$ cat config.mk
export PLATFORM = sky130hd
export DESIGN_NAME = gpio_input_capture
export DESIGN_NICKNAME = d
export VERILOG_FILES = /design/src/rtl/gpio_input_capture.sv
export SDC_FILE = /design/constraint.sdc
export NUM_CORES = 1
export LEC_CHECK = 0
export BUFFER_PORTS_ARGS = -buffer_cell sky130_fd_sc_hd__clkbuf_2
export CAP_MARGIN = 10
export CORE_MARGIN = 2
export CORE_UTILIZATION = 31
export DETAILED_ROUTE_END_ITERATION = 7
export GPL_TIMING_DRIVEN = 0
export PLACE_DENSITY = 0.61
export SLEW_MARGIN = 10
export SYNTH_ARGS = -nofsm -noshare
export SYNTH_HDL_FRONTEND = slang
export SYNTH_SLANG_ARGS = --single-unit
$ cat constraint.sdc
create_clock -name clk -period 3.4 [get_ports clk]
set_clock_uncertainty 0.1 [all_clocks]
set_input_delay 0.68 -clock clk [delete_from_list [all_inputs] [get_ports clk]]
set_output_delay 0.68 -clock clk [all_outputs]
set_load 0.02 [all_outputs]
$ cat src/rtl/gpio_input_capture.sv
// GPIO input capture: sync + debounce per pin, edge detect into W1C pending flags, level irq.
// Optional edge event counter at 0x14 when GPIO_CAPTURE_COUNTER_EN is defined.
module gpio_input_capture #(
  parameter int unsigned WIDTH           = 4,
  parameter int unsigned DEBOUNCE_CYCLES = 4
) (
  input  logic             clk,
  input  logic             reset,
  input  logic             ce,
  input  logic             wr_en,
  input  logic [4:0]       addr,
  input  logic [31:0]      wdata,
  output logic [31:0]      rdata,
  input  logic [WIDTH-1:0] InPort,
  output logic             irq
);

  localparam int unsigned CntW = $clog2(DEBOUNCE_CYCLES + 1);
  localparam logic [CntW-1:0] DcntMax = CntW'(DEBOUNCE_CYCLES - 1);

  localparam logic [2:0] AddrIdr  = 3'd0;
  localparam logic [2:0] AddrRise = 3'd1;
  localparam logic [2:0] AddrFall = 3'd2;
  localparam logic [2:0] AddrPend = 3'd3;
  localparam logic [2:0] AddrIer  = 3'd4;
  localparam logic [2:0] AddrCnt  = 3'd5;

  logic [WIDTH-1:0]           s1Q, s2Q, dbQ, dbD;
  logic [WIDTH-1:0][CntW-1:0] dcntQ, dcntD;
  logic [WIDTH-1:0]           riseEnQ, fallEnQ, pendQ, ierQ;
  logic [WIDTH-1:0]           setMask, pendW1c;
  logic [31:0]                cntRd;
  logic [2:0]                 regSel;
  logic                       wrStrobe, rdStrobe;
  logic                       unusedBits;

  assign regSel     = addr[4:2];
  assign wrStrobe   = ce & wr_en;
  assign rdStrobe   = ce & ~wr_en;
  assign pendW1c    = (wrStrobe && regSel == AddrPend) ? wdata[WIDTH-1:0] : '0;
  assign unusedBits = ^{addr[1:0], wdata};

  // A pin flips only after s2 disagrees with db for DEBOUNCE_CYCLES consecutive cycles.
  always_comb begin
    dbD     = dbQ;
    dcntD   = '0;
    setMask = '0;
    for (int i = 0; i < WIDTH; i++) begin
      if (s2Q[i] != dbQ[i]) begin
        if (dcntQ[i] == DcntMax) begin
          dbD[i]     = s2Q[i];
          setMask[i] = s2Q[i] ? riseEnQ[i] : fallEnQ[i];
        end else begin
          dcntD[i] = dcntQ[i] + CntW'(1);
        end
      end
    end
  end

  always_ff @(posedge clk) begin
    if (!reset) begin
      s1Q     <= '0;
      s2Q     <= '0;
      dbQ     <= '0;
      dcntQ   <= '0;
      riseEnQ <= '0;
      fallEnQ <= '0;
      pendQ   <= '0;
      ierQ    <= '0;
    end else begin
      s1Q   <= InPort;
      s2Q   <= s1Q;
      dbQ   <= dbD;
      dcntQ <= dcntD;
      // Set wins over a same-cycle W1C.
      pendQ <= (pendQ & ~pendW1c) | setMask;
      if (wrStrobe && regSel == AddrRise) riseEnQ <= wdata[WIDTH-1:0];
      if (wrStrobe && regSel == AddrFall) fallEnQ <= wdata[WIDTH-1:0];
      if (wrStrobe && regSel == AddrIer)  ierQ    <= wdata[WIDTH-1:0];
    end
  end

`ifdef GPIO_CAPTURE_COUNTER_EN
  logic [15:0] cntQ;

  // Counts cycles with at least one new pending edge; a write clears and beats the increment.
  always_ff @(posedge clk) begin
    if (!reset) begin
      cntQ <= '0;
    end else if (wrStrobe && regSel == AddrCnt) begin
      cntQ <= '0;
    end else if (|setMask && cntQ != 16'hFFFF) begin
      cntQ <= cntQ + 16'd1;
    end
  end

  assign cntRd = 32'(cntQ);
`else
  assign cntRd = '0;
`endif

  always_comb begin
    rdata = '0;
    if (rdStrobe) begin
      case (regSel)
        AddrIdr:  rdata = 32'(dbQ);
        AddrRise: rdata = 32'(riseEnQ);
        AddrFall: rdata = 32'(fallEnQ);
        AddrPend: rdata = 32'(pendQ);
        AddrIer:  rdata = 32'(ierQ);
        AddrCnt:  rdata = cntRd;
        default:  rdata = '0;
      endcase
    end
  end

  assign irq = |(pendQ & ierQ);

endmodule

==> impl_results.md <==
- Outcome: finished clean
- Ratio of cells with drive above 1 in the final layout: 25.96%
- Max-cap violations: 0
- Port Buffers: 16
- Via/cell ratio: ~4.6
- Io pins: 78
- HP Class: reg -> reg
- Non-filler instance count after layout: 365
- Worst skew pair latency: 290 ps
- Post-synth EDFFs: 0
- Clk buf depth: 2
- CP arrival: around 1800 ps
- Clock tree sinks: 40
- GRT Total Usage: 11.69%
- Die area: around 7500 um2
- Gr ovfl total: 0
- CP endpoint kind: output pin
- Setup violators final: 0
- Core box area: 6719 um2
- First-pass GRT wire length: 6734 um
- Diodes inserted: 0
- Setup CP Type: in -> out
- Post-DP HPWL: 3095 um
- Design Area, Final: 2487 um2
- Area share of the largest cell type after synthesis: 37.62%
- Synthesized area: about 2100 um2
- Final WL: 4221 um
- Post-synth ARST share: 0%
- CTS tree: built
- Root Driver: clkbuf_8
- DRT antenna net count: 0
- Fmax: between 300 and 400 MHz
- Drt pass-1 iters: 4
- Placed cell areas: between 2000 and 2500 um2
- Die height: 86.86 um
- Placement Rows: 30
- Setup TNS: 0 ps
- Synth Area per Inst: 9.057 um2
- WP data required: 2620 ps
- Die X: between 80 and 90 um
- CTS clk-pin slew, worst paths: 70 ps
- DR WL/cell: 11.56 um
- Fin. Hold Viols: 0
- Starting density of the core: a little under a third
- H-tree depth: 2
- FF+latch count, synth: 40
- TritonCTS Buffers: 5
- Synth top area cells: dfxtp_1 (38%), buf_4 (11%), mux2i_1 (5.6%)
- Post-CTS Setup Repair Bufs: 0
- Predominant post-synthesis flop cell: dfxtp_1
- Final Max Slew Viols: 0
- Largest net degree at the start of global routing: 12
- Residual DRC: 0
- Layout fillers: 700
- PD cells: 359.3 nW/um2
- Antenna violations before repair: 0
- Synth cell types: 33
- DRT iter0 DRCs: 96
- Crit share post-route: 75.81%
- Hold slack: 321.9 ps
- RSZ-0062 raised after global routing: no
- Vias: 1,662
- Cell taking the most area after synthesis: dfxtp_1
- Kind of start point of the critical path: input pin
- Sequential fraction of the synthesis area: 37.62%
- Cells after DPL: 358
- Area growth, synth to finish: 16.87%
- Cts hold-fix bufs: 0
- Routability cong.: 0.8726
- Max VDD drop: 0.1675 mV
- Final worst path period need: 2577 ps
- Commonest non-fill, non-tap cells in the layout: dfxtp_1 (40), buf_4 (31), conb_1 (28), a21oi_1 (16), clkbuf_2 (16)
- Max FO, Critical Path: 10
- Commonest non-fill, non-tap cell in the layout: dfxtp_1
- Total of warnings raised by yosys: 0
- Final #Nets: 338
- Post-cts resize count: 0
- Leak pwr: 0.001100 uW
- Vias in the first global route: 1,388
- Cell count after synthesis: about 240
[state kept, by name, indices dropped and copies added, names as in the netlist]
register  count
dbQ           4
dcntQ        12
fallEnQ       4
ierQ          4
pendQ         4
riseEnQ       4
s1Q           4
s2Q           4
[worst paths after layout]
| check | start | to | slack (ps) | cells after the start |
|---|---|---|---|---|
| max | addr[3] | rdata[0] | 820 | 6 |
| min | dcntQ[9] | dcntQ[9] | 320 | 1 |
| max reg2reg | dcntQ[6] | dcntQ[6] | 1980 | 4 |
| min reg2reg | dcntQ[9] | dcntQ[9] | 320 | 1 |
[final cells by class]
cell class / instances / area [um2] / area share (%)
inverter: 10 / 37.54 / 1.509
tap: 80 / 100.1 / 4.024
sequential: 40 / 800.8 / 32.19
clock buffer: 6 / 72.57 / 2.917
timing repair buffer: 16 / 80.08 / 3.219
buffer: 39 / 282.8 / 11.37
clock inverter: 1 / 5.005 / 0.2012
multi-input combinational: 173 / 1109 / 44.57
[kinds of logic (layout without fill, tap and decap cells)]
group | count (synthesis) | count (layout) | share of synthesized area [%]
and+or+nand+nor | 82 | 82 | 25.04
buffers and inverters | 49 | 72 | 15.05
DFF | 40 | 40 | 37.63
AOI/OAI and AO/OA | 39 | 39 | 10.11
muxes | 12 | 12 | 5.644
adders and majority gates | 8 | 8 | 4.703
xor gates and xnor gates | 4 | 4 | 1.646
other | 1 | 28 | 0.1762
[per-stage QoR]
step | power, uW | util (%) | setup WS [ps]
2_1_floorplan | 584.1 | - | 1105
3_3_place_gp | 608.1 | 35.87 | 858.6
3_5_place_dp | 608.6 | 35.87 | 872.6
4_1_cts | 902.5 | 37.02 | 859.0
5_1_grt | 932.3 | 37.02 | 783.3
6_report | 893.8 | 37.02 | 822.6
[critical path, cell delays in order]
cell	delay, ps
clkbuf_2	110
buf_2	190
o21ai_1	150
and3b_1	280
o31a_1	200
clkbuf_2	180
[routing by layer]
layer	global-route usage [%]	vias to the layer above	part of all wire [%]
met5	0	-	0
met4	5.114	0	1.9
met3	3.033	9	5.9
met2	17.90	52	43
met1	15.46	758	49
li1	-	843	-
[Yosys cell counts, types with 8 or more instances]
| master | n |
|---|---|
| and3b_1 | 9 |
| o21ai_1 | 9 |
| ha_1 | 8 |
| dfxtp_1 | 40 |
| inv_1 | 9 |
| nor2_2 | 9 |
| and2_1 | 8 |
| nand3b_1 | 12 |
| buf_4 | 31 |
| nand2_1 | 13 |
| o21ai_0 | 8 |
| a21oi_1 | 16 |
| nor2_1 | 12 |
| mux2i_1 | 12 |
[power breakdown]
part / internal, uW / switching, uW
Combinational: 48.2 / 69.7
Clock: 140 / 156
Sequential: 476 / 4.75
(Power assumes the default switching activity.)
